[src/rtl/mult_share_arbiter.sv]
// mult_share_arbiter
//   Shares one start/done sequential multiplier between NUM_REQ requesters. A round-robin
//   grant latches the winner's operands, pulses mul_start, waits for the rising edge of
//   mul_done, then returns the product to the owner with a one-cycle resp_valid pulse.
//   Only one operation is in flight at a time.
//
// Ports
//   clk, rst              clock (rising edge); asynchronous active-low reset
//   req_valid/req_a/req_b per-requester request and packed signed operands (slice i*WIDTH)
//   req_ready             one-hot, combinational acceptance pulse in IDLE
//   resp_valid/resp_data  one-hot result pulse and product
//   resp_err              watchdog error, qualified by resp_valid (0 without the watchdog)
//   busy                  high in every state except IDLE
//   mul_start/mul_a/mul_b multiplier start pulse and operands
//   mul_product/mul_done  multiplier result and done
//
// Build option
//   MUL_ARB_TIMEOUT_EN    enables the WAIT watchdog (TIMEOUT_CYCLES)
`timescale 1ns / 1ps
module mult_share_arbiter #(
  parameter int unsigned NUM_REQ        = 4,
  parameter int unsigned WIDTH          = 32,
  parameter int unsigned TIMEOUT_CYCLES = 64
) (
  input  logic                       clk,
  input  logic                       rst,
  input  logic [NUM_REQ-1:0]         req_valid,
  input  logic [NUM_REQ*WIDTH-1:0]   req_a,
  input  logic [NUM_REQ*WIDTH-1:0]   req_b,
  output logic [NUM_REQ-1:0]         req_ready,
  output logic [NUM_REQ-1:0]         resp_valid,
  output logic [WIDTH-1:0]           resp_data,
  output logic                       resp_err,
  output logic                       busy,
  output logic                       mul_start,
  output logic [WIDTH-1:0]           mul_a,
  output logic [WIDTH-1:0]           mul_b,
  input  logic [WIDTH-1:0]           mul_product,
  input  logic                       mul_done
);

  localparam int unsigned IdxW = (NUM_REQ > 1) ? $clog2(NUM_REQ) : 1;

  typedef enum logic [1:0] {StIdle, StIssue, StWait, StResp} state_e;

  state_e          state_q;
  logic [IdxW-1:0] rr_ptr_q;
  logic [IdxW-1:0] owner_q;
  logic            done_q;

  logic            grant_vld;
  logic [IdxW-1:0] grant_idx;
  logic [IdxW-1:0] scan_idx;

`ifdef MUL_ARB_TIMEOUT_EN
  localparam int unsigned CntW = $clog2(TIMEOUT_CYCLES + 1);
  logic [CntW-1:0] wd_cnt_q;
`else
  logic unused_timeout;
  assign unused_timeout = ^TIMEOUT_CYCLES;
  assign resp_err       = 1'b0;
`endif

  // First requester at or after rr_ptr, wrapping.
  always_comb begin
    grant_vld = 1'b0;
    grant_idx = '0;
    scan_idx  = '0;
    for (int unsigned k = 0; k < NUM_REQ; k++) begin
      scan_idx = IdxW'((32'(rr_ptr_q) + k) % NUM_REQ);
      if (!grant_vld && req_valid[scan_idx]) begin
        grant_vld = 1'b1;
        grant_idx = scan_idx;
      end
    end
  end

  // Gated by rst so every output reads 0 while reset is held.
  always_comb begin
    req_ready = '0;
    if (rst && (state_q == StIdle) && grant_vld) begin
      req_ready[grant_idx] = 1'b1;
    end
  end

  always_ff @(posedge clk or negedge rst) begin
    if (!rst) begin
      state_q    <= StIdle;
      rr_ptr_q   <= '0;
      owner_q    <= '0;
      done_q     <= 1'b0;
      mul_a      <= '0;
      mul_b      <= '0;
      mul_start  <= 1'b0;
      resp_valid <= '0;
      resp_data  <= '0;
      busy       <= 1'b0;
`ifdef MUL_ARB_TIMEOUT_EN
      resp_err   <= 1'b0;
      wd_cnt_q   <= '0;
`endif
    end else begin
      done_q     <= mul_done;
      mul_start  <= 1'b0;
      resp_valid <= '0;
      unique case (state_q)
        StIdle: begin
          if (grant_vld) begin
            mul_a     <= req_a[32'(grant_idx)*WIDTH +: WIDTH];
            mul_b     <= req_b[32'(grant_idx)*WIDTH +: WIDTH];
            owner_q   <= grant_idx;
            rr_ptr_q  <= (32'(grant_idx) == NUM_REQ - 1) ? '0 : grant_idx + 1'b1;
            mul_start <= 1'b1;
            busy      <= 1'b1;
            state_q   <= StIssue;
          end
        end
        StIssue: begin
`ifdef MUL_ARB_TIMEOUT_EN
          wd_cnt_q <= '0;
`endif
          state_q <= StWait;
        end
        StWait: begin
          // Edge, not level: a done still high from the previous op must not complete this one.
          if (mul_done && !done_q) begin
            resp_data           <= mul_product;
            resp_valid[owner_q] <= 1'b1;
`ifdef MUL_ARB_TIMEOUT_EN
            resp_err            <= 1'b0;
`endif
            state_q             <= StResp;
          end
`ifdef MUL_ARB_TIMEOUT_EN
          else if (wd_cnt_q == CntW'(TIMEOUT_CYCLES - 1)) begin
            resp_data           <= '0;
            resp_err            <= 1'b1;
            resp_valid[owner_q] <= 1'b1;
            state_q             <= StResp;
          end else begin
            wd_cnt_q <= wd_cnt_q + 1'b1;
          end
`endif
        end
        StResp: begin
          busy    <= 1'b0;
          state_q <= StIdle;
        end
        default: state_q <= StIdle;
      endcase
    end
  end

endmodule

[config.mk]
export PLATFORM = sky130hd
export DESIGN_NAME = mult_share_arbiter
export DESIGN_NICKNAME = d
export VERILOG_FILES = /design/src/rtl/mult_share_arbiter.sv
export SDC_FILE = /design/constraint.sdc
export NUM_CORES = 1
export LEC_CHECK = 0
export ABC_AREA = 1
export CORE_ASPECT_RATIO = 0.5
export CORE_MARGIN = 10
export CORE_UTILIZATION = 30
export DETAILED_ROUTE_END_ITERATION = 8
export PLACE_DENSITY = 0.68
export SLEW_MARGIN = 20
export SYNTH_ARGS = -nofsm -noshare
export SYNTH_HDL_FRONTEND = slang
export SYNTH_SLANG_ARGS = --single-unit
export TNS_END_PERCENT = 1
[constraint.sdc]
create_clock -name clk -period 2 [get_ports clk]
set_clock_uncertainty 0.2 [all_clocks]
set_input_delay 0.2 -clock clk [delete_from_list [all_inputs] [get_ports clk]]
set_output_delay 0.2 -clock clk [all_outputs]
set_load 0.02 [all_outputs]
Word-level counts from Yosys, hierarchy flattened
Index checks and enable logic that the tools add are counted.
{"block": "op_classes", "n_addsub": 4, "n_lt_le_gt_ge": 8, "n_eq_ne": 6, "shifts": 2, "mux": 31, "reduce_logical": 18}
{"cell": "variable part select 128 x 8 -> 32 bit", "count": 2}
{"cell": "less-than comparator 2 x 3 -> 1 bit (second input constant)", "count": 6}
{"cell": "two-way mux 2 bit", "count": 7}
{"cell": "two-way mux 1 bit", "count": 13}
{"cell": "two-way mux 4 bit", "count": 3}
{"cell": "binary-select mux 1 bit (select 2 bit)", "count": 4}
{"cell": "logical AND 1 bit", "count": 8}
{"cell": "case mux 2 bit (4 select lines)", "count": 1}
{"cell": "AND reduction 2 bit", "count": 4}
{"cell": "equality test 2 bit (second input constant)", "count": 3}
{"cell": "adder 2 x 1 -> 2 bit (second input constant)", "count": 2}
{"cell": "adder 2 bit (second input constant)", "count": 2}
{"cell": "demux 1 bit (select 2 bit)", "count": 2}
{"cell": "greater-or-equal comparator 2 x 1 -> 1 bit (second input constant)", "count": 2}
{"cell": "zero test 1 bit", "count": 4}
{"cell": "inequality test 2 bit (second input constant)", "count": 2}
{"cell": "equality test 2 x 1 -> 1 bit (second input constant)", "count": 1}
{"cell": "zero test 2 bit", "count": 1}
{"cell": "case mux 1 bit (2 select lines)", "count": 1}
{"cell": "nonzero test 2 bit", "count": 1}
{"block": "word_totals", "reg_bits": 109, "in_bits": 295, "output_inout_bits": 107}

Longest topological paths before layout
{"block": "logic_depth", "depth_word": 17, "mapped_depth": 15, "depth_no_buf": 14}

Least setup slack after synthesis
Ideal clock, no wire load.
{"block": "synth_path", "path_type": "register to output", "startpoint": "register rr_ptr_q[0]", "endpoint": "output port req_ready[1]", "t_arrival_ns": 1.941, "required_time_ns": 1.600, "path_slack_ns": -0.341, "path_stages_with_launch": 13, "cell_sequence": "dfrtp_1 buf_4 nand2_1 nand2_2 nand2_1 nand2_1 nor2_4 nand3_1 nand2_1 nand2_2 buf_6 buf_2 nor3_1"}
{"block": "synth_between", "elab_chain_len": 17}
{"element": "start, declared", "line_no": "47", "rtl": "logic [IdxW-1:0] rr_ptr_q;"}
{"element": "start signal, assigned", "line_no": "112", "rtl": "rr_ptr_q <= (32'(grant_idx) == NUM_REQ - 1) ? '0 : grant_idx + 1'b1;"}
{"element": "parallel branches: the longest is 16 deep, another holds less-than comparator 2 x 3 -> 1 bit"}
{"element": "two-way mux 4 bit *", "line_no": "81", "rtl": "if (rst && (state_q == StIdle) && grant_vld) begin"}
{"element": "end, declared", "line_no": "30", "rtl": "output logic [NUM_REQ-1:0] req_ready,"}
Every way passes the cells marked *. The select of a mux whose other input is x is not followed.

Worst setup path after layout
{"block": "layout_path", "startpoint": "register rr_ptr_q[0]", "endpoint": "output port req_ready[3]"}
The elaborated chain is that of the path after synthesis.

==> impl_metrics.json <==
{
  "setup_viol": 75,
  "area_growth_pct": 71.4,
  "wl_met2_um": 17800,
  "layout_common_cells": "clkdlybuf4s50_1 (395), nand2_1 (278), nand3_1 (257)",
  "grt-ovfl-total": 0,
  "p_total_w": 0.0205,
  "nNetsFinal": 1642,
  "cts_tree": "yes",
  "max_freq_mhz": 375,
  "die_w_um": 236,
  "root_buffer": "clkbuf_16",
  "drt-initial-drc-count": 566,
  "routed_via_density": 4.96,
  "met3WireLength_um": 1380,
  "postRouteAntennaNets": 0,
  "critPathArrivalTime_ns": 2.27,
  "place_hpwl_um": 24400,
  "min_path_cells": 1,
  "cts_buffers": 9,
  "cts_sinks": 109,
  "postSynthCellCount": 962,
  "num_vias": 8211,
  "cts.reportedPaths.clkPinSlew_ns": 0.08,
  "setup_ws_ns": -0.665,
  "clockBufferDepth": 2,
  "cp_common_cell": "nand2_1",
  "vdd_ir_drop_max_uv": 1490,
  "grt_max_degree": 110,
  "wl_per_cell_um": 19.6,
  "netlist_top_cells_area": "dfrtp_1 (39%), nand3_1 (19%), nand2_1 (16%), nand3b_1 (7.0%), mux2_2 (5.2%)",
  "core_area_um2": 22800,
  "gp_congestion": 0.903,
  "r2r_setup_slack_ns": -0.56,
  "drive_above_1_share_pct": 11.1,
  "wl_um": 32500,
  "r2r_cells": 13,
  "mostFrequentLayoutCell": "clkdlybuf4s50_1",
  "p_leak_nw": 5.51,
  "min_period_ns": 2.67,
  "syn_nets": 1262,
  "fill_cells": 2149,
  "dp_slack_ns": -0.806,
  "grt_pass1_vias": 8091,
  "critPathRequiredTime_ns": 1.60,
  "boundaryPins": 402,
  "wl_met1_um": 12100,
  "synth_cell_types": 24,
  "syn_area_um2": 6980,
  "groute.usage.overall_pct": 20.3,
  "top_layer_used": "met4",
  "hp-class": "input port to register",
  "p_per_area_nw_per_um2": 1710,
  "status": "finished with violations",
  "syn_area_per_cell_um2": 7.26,
  "critPathSlowestCell": "dfrtp_2",
  "grt_pass1_wl_um": 48400,
  "cts_max_level": 3,
  "rows": 39,
  "worstPathCellList": "buf_6 -> nand2_1 -> nand2_1 -> nand2_1 -> nand2_2 -> nor2_2 -> nor2_2 -> nand2_4 -> nand2_4 -> inv_6 -> ha_4 -> inv_2 -> nor2_4 -> buf_6",
  "synth_top_area_share_pct": 39.1,
  "finalHoldViolations": 0,
  "cp-end-kind": "output port",
  "die_h_um": 128,
  "start_kind": "register",
  "start_util_pct": 30.6,
  "synth_top_cell_by_area": "dfrtp_1",
  "port_buffers": 400,
  "ys_seq_area_share_pct": 39.1,
  "critPathMaxFanout": 5,
  "drv_slew": 0,
  "ys_seq_elements": 109,
  "die-area_um2": 30100,
  "worst_path_largest_cell_delay_ns": 0.49,
  "tightest_slew_ns": 0.623,
  "insertion_delay_ns": 0.38,
  "relSlewSlack_pct": 58.5,
  "drc": 0,
  "critPathKind": "register to output port",
  "violations": "negative setup slack",
  "drtPass1Iterations": 7,
  "max-cap-violations": 0,
  "ys_warn_count": 0,
  "fin_crit_sh_pct": 133,
  "rsz0062_at_grt": "yes",
  "antenna_found_initial": 1
}
[path summary, 6_finish.rpt]
kind / startpoint / endpoint
max in group asynchronous: rst / mul_a[13]
min in group asynchronous: rst / resp_data[5]
hold reg to reg: owner_q[0] / resp_valid[0]
hold / removal: mul_done / done_q
setup / recovery: rr_ptr_q[0] / req_ready[3]
setup reg to reg: rr_ptr_q[0] / mul_a[29]
[critical path: cells and delay by family, from the launching register on]
family | cells | cell delay [ns]
AND/OR/NAND/NOR | 9 | 0.85
adder cells (fa/ha/maj) | 1 | 0.15
buffers and inverters | 4 | 0.39
flip-flops | 1 | 0.49
[metal layers]
metal | GRT usage (%) | vias up
met1 | 22.4 | 3959
met3 | 3.47 | 67
li1 | - | 3888
met4 | 7.98 | 0
met2 | 38.3 | 297
met5 | 0 | -
[cell families after synthesis]
group / Yosys count / share of synthesized area [%]
simple gates: 648 / 43.5
buf+inv: 157 / 10.6
flops: 109 / 39.1
mux: 32 / 5.16
compound gates: 10 / 0.752
fa+ha+maj: 5 / 0.896
other cells: 1 / 0.0537
[state kept, by name, indices dropped and copies added (netlist names)]
name and flops:
mul_a 32, mul_b 32, resp_data 32, resp_valid 4, owner_q 2, rr_ptr_q 2
state_q 2, busy 1, done_q 1, mul_start 1
[repair_timing]
item	CTS	global route
buffers inserted	4	3
hold endpoints to repair	109	0
cloned	1	0
resized for setup	47	35
pin swaps	13	13
endpoints found under the setup margin	74	76
hold buffers	1	0
[report_power, final]
group / switching (W) / leakage, nW / internal [W]
Sequential: 0.000596 / 1.34 / 0.00329
Clock: 0.000989 / 0.148 / 0.000900
Combinational: 0.00885 / 4.02 / 0.00584
Total: 0.0104 / 5.51 / 0.0100
[final cells by class]
type                       instances  area [um2]  area share, %
clock inverter                     7        87.6          0.732
multi-input combinational        696        3720           31.1
sequential                       109        2730           22.8
tap                              307         384           3.21
antenna                            1        2.50         0.0209
clock buffer                       9         225           1.88
timing repair buffer             443        4490           37.5
timing repair inverter             1        7.51         0.0627
inverter                          82         320           2.68
[per-stage QoR]
step | hold slack, ns | utilization [%] | setup TNS [ns] | cells | cell area, um2
after floorplan | -0.296 | - | -0.176 | 962 | 7060
after global placement | 0.165 | 49.9 | -44.59 | 1629 | 11400
after global routing | 0.127 | 52.4 | -47.12 | 1655 | 12000
after detailed placement | 0.169 | 49.9 | -50.10 | 1629 | 11400
final | 0.134 | 52.4 | -37.84 | 1655 | 12000
after CTS | 0.109 | 51.8 | -31.95 | 1651 | 11800
[synth_stat cells (all sizes together)]
master  count
nand3     262
a21oi       3
inv        82
dfrtp     109
nor3        7
nand3b     65
clkbuf     14
conb        1
mux2       32
o21bai      1
o21ai       6
buf        61
nand2     303
ha          5
nor2       11
No activity file was read; power rests on OpenSTA's default activity.
